<file path="config.mk">
export PLATFORM = sky130hd
export DESIGN_NAME = ts_surface_ctrl_flat
export DESIGN_NICKNAME = d
export VERILOG_FILES = /design/src/rtl/ts_surface_ctrl_if.sv /design/src/rtl/ts_surface_ctrl.sv /design/src/flat_wrapper.sv
export SDC_FILE = /design/constraint.sdc
export NUM_CORES = 1
export LEC_CHECK = 0
export ABC_AREA = 1
export CORE_MARGIN = 3
export CORE_UTILIZATION = 65
export CTS_BUF_LIST = sky130_fd_sc_hd__clkbuf_4 sky130_fd_sc_hd__clkbuf_8
export CTS_CLUSTER_DIAMETER = 100
export DETAILED_ROUTE_END_ITERATION = 16
export DONT_BUFFER_PORTS = 1
export PLACE_DENSITY = 0.83
export SYNTH_ARGS = -nofsm -noshare
export SYNTH_HDL_FRONTEND = slang
export SYNTH_SLANG_ARGS = --single-unit
</file>
<file path="constraint.sdc">
create_clock -name clk -period 3.06 [get_ports clk]
set_input_delay 0.612 -clock clk [delete_from_list [all_inputs] [get_ports clk]]
set_output_delay 0.612 -clock clk [all_outputs]
set_load 0.005 [all_outputs]
</file>
<file path="src/rtl/ts_surface_ctrl_if.sv">
// Bundle of the event, scan-output and RAM-port signals of ts_surface_ctrl.
// The slave modport is the controller's view; master is the environment's.
interface ts_surface_ctrl_if;
  logic [14:0] now_ts;
  logic        ev_valid;
  logic        ev_ready;
  logic [7:0]  ev_addr;
  logic        clr_start;
  logic        scan_start;
  logic        busy;
  logic        feat_valid;
  logic [7:0]  feat_addr;
  logic [15:0] feat_age;
  logic        scan_done;
  logic        we_a;
  logic [7:0]  addr_a;
  logic [15:0] din_a;
  logic [7:0]  addr_b;
  logic [15:0] dout_b;

  modport slave (
    input  now_ts, ev_valid, ev_addr, clr_start, scan_start, dout_b,
    output ev_ready, busy, feat_valid, feat_addr, feat_age, scan_done,
           we_a, addr_a, din_a, addr_b
  );

  modport master (
    output now_ts, ev_valid, ev_addr, clr_start, scan_start, dout_b,
    input  ev_ready, busy, feat_valid, feat_addr, feat_age, scan_done,
           we_a, addr_a, din_a, addr_b
  );
endinterface

</file>
<file path="src/rtl/ts_surface_ctrl.sv">
// Time-surface RAM sequencer: clears, writes event timestamps (port A), streams ages (port B).
// Define TS_AGE_SAT_EN to report ages above MAX_AGE as 16'hFFFF.
module ts_surface_ctrl #(
  parameter logic [15:0] MAX_AGE    = 16'h7FFF,
  parameter logic [15:0] EMPTY_WORD = 16'h8000
) (
  input logic               clk,
  input logic               rst,
  ts_surface_ctrl_if.slave  bus
);

  typedef enum logic [2:0] {
    S_INIT,
    S_CLEAR,
    S_IDLE,
    S_SCAN,
    S_DRAIN
  } state_t;

  state_t      r_state;
  logic [7:0]  r_cnt;
  logic        r_busy;
  logic        r_ev_ready;
  logic        r_clr_we;
  logic        r_scan_rd;
  logic        r_scan_done;

  logic        r_rd_vld;
  logic [7:0]  r_rd_addr;
  logic        r_feat_valid;
  logic [7:0]  r_feat_addr;
  logic [15:0] r_feat_age;

  logic        w_ev_fire;
  logic        w_cnt_last;
  logic [14:0] w_age_raw;
  logic [15:0] w_age;

  assign w_cnt_last = (r_cnt == 8'hFF);
  assign w_ev_fire  = bus.ev_valid & r_ev_ready;

  // Outputs are registered alongside the state so they are valid from the first cycle of each state.
  always_ff @(posedge clk or posedge rst) begin
    if (rst) begin
      r_state     <= S_INIT;
      r_cnt       <= 8'd0;
      r_busy      <= 1'b1;
      r_ev_ready  <= 1'b0;
      r_clr_we    <= 1'b0;
      r_scan_rd   <= 1'b0;
      r_scan_done <= 1'b0;
    end else begin
      r_scan_done <= 1'b0;
      case (r_state)
        S_INIT: begin
          r_state  <= S_CLEAR;
          r_cnt    <= 8'd0;
          r_clr_we <= 1'b1;
        end
        S_CLEAR: begin
          if (w_cnt_last) begin
            r_state    <= S_IDLE;
            r_cnt      <= 8'd0;
            r_clr_we   <= 1'b0;
            r_busy     <= 1'b0;
            r_ev_ready <= 1'b1;
          end else begin
            r_cnt <= r_cnt + 8'd1;
          end
        end
        S_IDLE: begin
          // Clear has priority; a simultaneous scan request is dropped.
          if (bus.clr_start) begin
            r_state    <= S_CLEAR;
            r_cnt      <= 8'd0;
            r_clr_we   <= 1'b1;
            r_busy     <= 1'b1;
            r_ev_ready <= 1'b0;
          end else if (bus.scan_start) begin
            r_state   <= S_SCAN;
            r_cnt     <= 8'd0;
            r_scan_rd <= 1'b1;
            r_busy    <= 1'b1;
          end
        end
        S_SCAN: begin
          if (w_cnt_last) begin
            r_state   <= S_DRAIN;
            r_cnt     <= 8'd0;
            r_scan_rd <= 1'b0;
          end else begin
            r_cnt <= r_cnt + 8'd1;
          end
        end
        S_DRAIN: begin
          if (r_cnt == 8'd1) begin
            r_state     <= S_IDLE;
            r_cnt       <= 8'd0;
            r_busy      <= 1'b0;
            r_scan_done <= 1'b1;
          end else begin
            r_cnt <= r_cnt + 8'd1;
          end
        end
        default: begin
          r_state    <= S_INIT;
          r_cnt      <= 8'd0;
          r_busy     <= 1'b1;
          r_ev_ready <= 1'b0;
          r_clr_we   <= 1'b0;
          r_scan_rd  <= 1'b0;
        end
      endcase
    end
  end

  assign w_age_raw = bus.now_ts - bus.dout_b[14:0];

  always_comb begin
    w_age = {1'b0, w_age_raw};
    if (bus.dout_b[15]) begin
      w_age = 16'hFFFF;
    end
`ifdef TS_AGE_SAT_EN
    else if ({1'b0, w_age_raw} > MAX_AGE) begin
      w_age = 16'hFFFF;
    end
`endif
  end

  // Two-stage read pipeline: address tag follows the RAM latency, then the age is registered.
  always_ff @(posedge clk or posedge rst) begin
    if (rst) begin
      r_rd_vld     <= 1'b0;
      r_rd_addr    <= 8'd0;
      r_feat_valid <= 1'b0;
      r_feat_addr  <= 8'd0;
      r_feat_age   <= 16'd0;
    end else begin
      r_rd_vld     <= r_scan_rd;
      r_rd_addr    <= r_scan_rd ? r_cnt : 8'd0;
      r_feat_valid <= r_rd_vld;
      r_feat_addr  <= r_rd_vld ? r_rd_addr : 8'd0;
      r_feat_age   <= r_rd_vld ? w_age : 16'd0;
    end
  end

  assign bus.ev_ready   = r_ev_ready;
  assign bus.busy       = r_busy;
  assign bus.scan_done  = r_scan_done;
  assign bus.feat_valid = r_feat_valid;
  assign bus.feat_addr  = r_feat_addr;
  assign bus.feat_age   = r_feat_age;

  assign bus.we_a   = r_clr_we | w_ev_fire;
  assign bus.addr_a = r_clr_we  ? r_cnt :
                      w_ev_fire ? bus.ev_addr : 8'd0;
  assign bus.din_a  = r_clr_we  ? EMPTY_WORD :
                      w_ev_fire ? {1'b0, bus.now_ts} : 16'd0;
  assign bus.addr_b = r_scan_rd ? r_cnt : 8'd0;

endmodule

</file>
<file path="src/flat_wrapper.sv">
// flat-port wrapper written by rule: the top's interface ports become plain ports
module ts_surface_ctrl_flat 
#(
  parameter logic [15:0] MAX_AGE    = 16'h7FFF,
  parameter logic [15:0] EMPTY_WORD = 16'h8000
)
  (clk, rst, bus_now_ts, bus_ev_valid, bus_ev_addr, bus_clr_start, bus_scan_start, bus_dout_b, bus_ev_ready, bus_busy, bus_feat_valid, bus_feat_addr, bus_feat_age, bus_scan_done, bus_we_a, bus_addr_a, bus_din_a, bus_addr_b);
  ts_surface_ctrl_if bus_i ();
  input logic clk;
  input logic rst;
  input wire logic [$bits(bus_i.now_ts)-1:0] bus_now_ts;
  input wire logic [$bits(bus_i.ev_valid)-1:0] bus_ev_valid;
  input wire logic [$bits(bus_i.ev_addr)-1:0] bus_ev_addr;
  input wire logic [$bits(bus_i.clr_start)-1:0] bus_clr_start;
  input wire logic [$bits(bus_i.scan_start)-1:0] bus_scan_start;
  input wire logic [$bits(bus_i.dout_b)-1:0] bus_dout_b;
  output wire logic [$bits(bus_i.ev_ready)-1:0] bus_ev_ready;
  output wire logic [$bits(bus_i.busy)-1:0] bus_busy;
  output wire logic [$bits(bus_i.feat_valid)-1:0] bus_feat_valid;
  output wire logic [$bits(bus_i.feat_addr)-1:0] bus_feat_addr;
  output wire logic [$bits(bus_i.feat_age)-1:0] bus_feat_age;
  output wire logic [$bits(bus_i.scan_done)-1:0] bus_scan_done;
  output wire logic [$bits(bus_i.we_a)-1:0] bus_we_a;
  output wire logic [$bits(bus_i.addr_a)-1:0] bus_addr_a;
  output wire logic [$bits(bus_i.din_a)-1:0] bus_din_a;
  output wire logic [$bits(bus_i.addr_b)-1:0] bus_addr_b;
  assign bus_i.now_ts = bus_now_ts;
  assign bus_i.ev_valid = bus_ev_valid;
  assign bus_i.ev_addr = bus_ev_addr;
  assign bus_i.clr_start = bus_clr_start;
  assign bus_i.scan_start = bus_scan_start;
  assign bus_i.dout_b = bus_dout_b;
  assign bus_ev_ready = bus_i.ev_ready;
  assign bus_busy = bus_i.busy;
  assign bus_feat_valid = bus_i.feat_valid;
  assign bus_feat_addr = bus_i.feat_addr;
  assign bus_feat_age = bus_i.feat_age;
  assign bus_scan_done = bus_i.scan_done;
  assign bus_we_a = bus_i.we_a;
  assign bus_addr_a = bus_i.addr_a;
  assign bus_din_a = bus_i.din_a;
  assign bus_addr_b = bus_i.addr_b;
  ts_surface_ctrl #(.MAX_AGE(MAX_AGE), .EMPTY_WORD(EMPTY_WORD)) u_core (.clk(clk), .rst(rst), .bus(bus_i));
endmodule
</file>
==> summary.md, run 1 <==
| Metric | Value |
|---|---|
| Status | finished, final reports clean |
| Via count | 2735 |
| Gate Count Post-Synth | 461 |
| Syn nets | 522 |
| Top cell type's share of synthesized area | 0.381 |
| Layout Cells excl Fill | 527 |
| Initial antenna violation count | 0 |
| Placeable Area | 4560 sq um |
| Cts hold-fix bufs | 0 |
| Peak VDD IR | 0.353 mV |
| RSZ-0062 raised after global routing | no |
| Initial DRC Count | 257 |
| Required time worst endpoint | 2.45 ns |
| Vias/cell | 5.19 |
| Launching point of the worst reg2reg path | u_core.r_cnt[0] |
| # setup viols final | 0 |
| Wire length per cell | 12.8 microns |
| Vias in the first global route | 2386 |
| Clock buffer count from CTS | 5 |
| Cell count after placement | 519 |
| Max-Cap Viols | 0 |
| Post-synth cell types | 33 |
| Post-DP HPWL | 5.25 mm |
| Worst hold path type | primary input to async pin |
| Placer Congestion | 0.934 |
| Cell Pwr Density | 391 nW/um^2 |
| All-Layer GR Usage | 0.227 |
| # IOs | 105 |
| Gates resized, CTS repair | 0 |
| Total negative slack | 0 ns |
| Setup Buffers After CTS | 0 |
| Synth Warn # | 0 |
| Clock Path Buffers | 2 |
| Largest net degree at the start of global routing | 51 |
| Final hold vios | 0 |
| Root buffer selected by CTS | clkbuf_8 |
| WS Path Type | register to primary output |
| H-Tree Depth | 2 |
| Mean Syn Cell Area | 6.97 sq um |
| Worst setup path startpoint | u_core.r_clr_we |
| ANT cells | 0 |
| Clk sinks | 50 |
| CP Launch Type | register |
| Slew headroom | 0.343 |
| First-pass GRT wire length | 10.9 mm |
| Area growth syn-to-layout | 4.83% |
| CTS tree | done |
| Pre-antenna DRT Iters | 8 |
| Std-Cell Rows | 24 |
| CP Capture Type | primary output |
| Net count, final | 522 |
| DR DRC count | 0 |
| Initial cell density of the core | 0.704 |
| Crit path DAT | 1.81 ns |
| Register area share after synthesis | 0.390 |
| Minimum clock period | 2.42 ns |
| Final period util | 0.791 |
| Crit-path max FO | 17 |
| Die Wd | 76.3 microns |
| Reg clk slew, reported paths | 0.10 ns |
| Final wirelength | 6.75 mm |
| Clk Latency, worst-skew pair | 0.30 ns |
| Die footprint | 5820 sq um |
| Leak pwr | 2.10 nW |
| Final Skew | 0.0121 ns |
| Detail Route Antenna Nets | 0 |
| Layout cells sized above 1 | 0.0606 |
| Chip height | 76.3 microns |
| I/O Buffers | 0 |
| Yosys reg bits | 50 |
| Synth area leaders | dfrtp_1 38%, nand2_1 15%, inv_1 13%, ha_1 6.2%, nor2_1 5.3% |
| Synth area leader | dfrtp_1 |
| Grt ovf | 0 |
| FMAX | 0.413 GHz |
| Slew @ Worst Pin | 0.984 ns |
| Mapped Area | 3210 sq um |
| Final Max Tran Viols | 0 |
## critical path, cell delays in order (launching register included)
cell and delay (ns):
dfrtp_1 0.41, clkinv_1 0.37, nand3_1 0.59, nor2_1 0.13
## stage by stage
step	power, mW	cell area, sq um	setup slack [ns]	hold WS, ns	util
2_1_floorplan	0.820	3210	1.15	0.352	-
3_3_place_gp	0.849	3250	1.01	0.415	0.713
3_5_place_dp	0.853	3250	0.951	0.424	0.713
4_1_cts	1.32	3370	0.612	0.440	0.738
5_1_grt	1.37	3370	0.435	0.461	0.738
6_report	1.32	3370	0.639	0.407	0.738
## layout by cell type, fill, tap and decap left out, drive strengths merged
cell and count:
a21oi 18, a31oi 1, bufinv 1, clkbuf 5, clkinv 4, dfrtp 49, dfstp 1, fa 1
ha 16, inv 118, nand2 134, nand3 21, nand4 6, nor2 50, nor3 7, o21a 1
o21ai 17, o22ai 8, xnor2 2, xor2 2
## power by group
part / switching [mW] / total (mW) / internal (mW)
logic: 0.121 / 0.183 / 0.0622
registers: 0 / 0.660 / 0.660
clock network: 0.224 / 0.473 / 0.249
total: 0.345 / 1.32 / 0.972
## registers in the layout, summed over array words and instances, names as in the netlist
register / count
u_core.bus.feat_age: 16
u_core.bus.feat_addr: 8
u_core.r_cnt: 8
u_core.r_rd_addr: 8
u_core.r_state: 3
u_core.bus.busy: 1
u_core.bus.ev_ready: 1
u_core.bus.feat_valid: 1
u_core.bus.scan_done: 1
u_core.r_clr_we: 1
u_core.r_rd_vld: 1
u_core.r_scan_rd: 1
## worst paths after layout
kind,end,slack (ns),cells after the start
worst max register to register,u_core.r_cnt[4],1.41,10
worst max-delay path,bus_din_a[4],0.64,3
max in group asynchronous,u_core.bus.feat_age[1],2.03,1
worst min register to register,u_core.bus.feat_addr[6],0.45,2
worst min-delay path,u_core.r_rd_addr[4],0.41,1
min in group clk,u_core.bus.feat_addr[6],0.45,2
## cell families after synthesis
family | share of synthesized area
flops | 0.390
simple gates | 0.301
buf+inv | 0.156
compound gates | 0.0744
xor+xnor | 0.0109
fa+ha+maj | 0.0685
## cell usage after synthesis
cell      number
a21oi_1       18
a31oi_1        1
buf_2          1
buf_4          1
buf_8          1
clkbuf_1       4
clkinv_1       2
clkinv_2       1
clkinv_4       1
dfrtp_1       49
dfstp_2        1
fa_1           1
ha_1          16
inv_1        115
inv_4          1
nand2_1      128
nand2_2        2
nand2_4        4
nand3_1       21
nand4_1        6
nor2_1        45
nor2_2         2
nor2_4         2
nor2_8         1
nor3_1         3
nor3_2         3
nor3_4         1
o21a_1         1
o21ai_0       14
o21ai_1        3
o22ai_1        8
xnor2_1        2
xor2_1         2
## routing by layer
| layer | vias to the layer above | part of all wire | GRT usage |
|---|---|---|---|
| met5 | - | 0 | 0 |
| met4 | 0 | 0.0071 | 0.0435 |
| met3 | 10 | 0.097 | 0.0697 |
| met2 | 129 | 0.47 | 0.365 |
| met1 | 1218 | 0.43 | 0.305 |
| li1 | 1378 | - | - |
## layout make-up
type	instances	area, sq um
Multi-Input combinational cell	284	1460
Sequential cell	50	1250
Fill cell	350	1190
Inverter	120	459
Tap cell	65	81.3
Clock buffer	5	68.8
Clock inverter	3	47.5
No activity file was read; power rests on OpenSTA's default activity.
==> inputs of run 2 (changes only) <==
Clock period 3.06 ns to 2.35 ns, I/O delays scaled along.
==> summary.md, run 2 (synthesis gave the netlist of run 1 again) <==
| Metric | Value |
|---|---|
| Status | finished, final reports clean |
| Worst setup path startpoint | u_core.r_clr_we |
| Chip height | 76.3 microns (unchanged) |
| Area growth syn-to-layout | 5.18% |
| Root buffer selected by CTS | clkbuf_8 |
| Layout cells sized above 1 | 0.0647 (+0.00405) |
| Leak pwr | 2.11 nW (+0.34%) |
| Slew @ Worst Pin | 0.579 ns (-0.405 ns) |
| Clock Path Buffers | 2 (unchanged) |
| Net count, final | 524 (+0.38%) |
| Clk sinks | 50 (unchanged) |
| Overall Power | 1.62 mW (+23%) |
| FMAX | 0.494 GHz |
| Commonest non-fill, non-tap cells in the layout | 128 x nand2_1, 114 x inv_1, 49 x dfrtp_1, 45 x nor2_1, 21 x nand3_1 |
| First-pass GRT wire length | 11.3 mm (+3.9%) |
| Reg clk slew, reported paths | 0.09 ns (about the same) |
| Total negative slack | 0 ns (unchanged) |
| Detail Route Antenna Nets | 0 (unchanged) |
| Fin util | 0.741 (+0.00247) |
| Cell Pwr Density | 480 nW/um^2 (+23%) |
| Wire length per cell | 12.8 microns (about the same) |
| Final period util | 0.861 |
| Peak VDD IR | 0.441 mV (+25%) |
| Pre-CTS setup slack | 0.449 ns (-0.502 ns) |
| Initial DRC Count | 164 (-36%) |
| CP Launch Type | register |
| Max-Cap Viols | 0 (unchanged) |
| Initial cell density of the core | 0.704 (unchanged) |
| Slew headroom | 0.613 (+0.270) |
| Die footprint | 5820 sq um (unchanged) |
| Launching point of the worst reg2reg path | u_core.r_cnt[0] |
| Vias/cell | 5.13 (-1.1%) |
| Initial antenna violation count | 0 (unchanged) |
| Die Wd | 76.3 microns (unchanged) |
| Reg2Reg Depth | 10 (unchanged) |
| ANT cells | 0 (unchanged) |
| Setup Buffers After CTS | 0 (unchanged) |
| Final hold vios | 0 (unchanged) |
| CTS tree | done |
| # IOs | 105 (unchanged) |
| Post-Layout Inst Area | 3380 sq um (+0.33%) |
| Pre-antenna DRT Iters | 5 (-3) |
| Commonest non-fill, non-tap cell in the layout | nand2_1 |
| Setup ws final | 0.327 ns (-0.312 ns) |
| Clk Latency, worst-skew pair | 0.30 ns (about the same) |
| Crit path DAT | 1.55 ns (-0.26 ns) |
| CP Capture Type | primary output |
| Via count | 2714 (-0.77%) |
| All-Layer GR Usage | 0.237 (+0.0102) |
| DR DRC count | 0 (unchanged) |
| RSZ-0062 raised after global routing | no |
| Grt ovf | 0 (unchanged) |
| Std-Cell Rows | 24 (unchanged) |
| Worst R2R End | u_core.r_cnt[4] |
| I/O Buffers | 0 (unchanged) |
| Reg2reg setup slack | 0.74 ns (-0.67 ns) |
| Post-DP HPWL | 5.35 mm (+1.9%) |
| Gates resized, CTS repair | 0 (unchanged) |
| Largest net degree at the start of global routing | 33 (-35%) |
| Final Max Tran Viols | 0 (unchanged) |
| Placed cell area | 3280 sq um (+0.85%) |
| H-Tree Depth | 2 (unchanged) |
| WS Path Type | register to primary output |
| # setup viols final | 0 (unchanged) |
| Crit-path max FO | 15 (-2) |
| Placer Congestion | 0.929 (-0.45%) |
| Worst hold path type | primary input to async pin |
| Cts hold-fix bufs | 0 (unchanged) |
| Final Skew | 0.00482 ns (-0.00724 ns) |
| Vias in the first global route | 2562 (+7.4%) |
| Clock buffer count from CTS | 5 (unchanged) |
| Placeable Area | 4560 sq um (unchanged) |
| Minimum clock period | 2.02 ns |
| Max reg flops | 16 (unchanged) |
| Final wirelength | 6.77 mm (+0.34%) |
| Required time worst endpoint | 1.88 ns (-0.57 ns) |
## run 2: cell count changes in the layout (fill, tap and decap cells not counted), sizes merged
cell	delta
inv	-2
clkinv	+2
clkbuf	+1
buf	+2
bufinv	-1
## run 2: cell type report
class	instances	area, sq um
multi-input cells	284	1460
clock buffers	6	82.6
fillers	377	1180
clock inverters	2	17.5
flip-flops and latches	50	1250
repair buffers	2	27.5
inverters	120	459
well taps	65	81.3
## run 2: worst max-delay path by stage
stage / endpoint / slack, ns / cells after the start
floorplan: u_core.bus.feat_age[8] / 0.58 / 11
global placement: u_core.bus.feat_age[8] / 0.51 / 11
detailed placement: u_core.bus.feat_age[14] / 0.45 / 11
CTS: bus_din_a[8] / 0.27 / 3
global route: bus_din_a[0] / 0.12 / 3
finish: bus_din_a[8] / 0.33 / 3
## run 2: worst max-delay path: stages, from the launching register on
cell,delay [ns]
dfrtp_1,0.45
clkinv_1,0.09
nand3_1,0.40
nor2_1,0.30
## run 2: metrics by stage
step                hold WS, ns  cells
detailed placement        0.361    521
finish                   0.0325    529
floorplan                 0.352    461
global route             0.0484    529
CTS                      0.0305    529
global placement          0.354    521
## run 2: per-layer routing
metal | track usage | vias to the layer above | wire [microns]
met5 | 0 | - | 0
met4 | 0.0815 | 0 | 54
met3 | 0.0556 | 6 | 588
met2 | 0.391 | 106 | 3280
met1 | 0.307 | 1217 | 2850
li1 | - | 1385 | -
## run 2: power breakdown
group / leakage, nW / internal (mW) / switching (mW)
Sequential: 0.662 / 0.860 / 0
Combinational: 1.40 / 0.0841 / 0.155
Clock: 0.0514 / 0.242 / 0.281
Total: 2.11 / 1.19 / 0.436
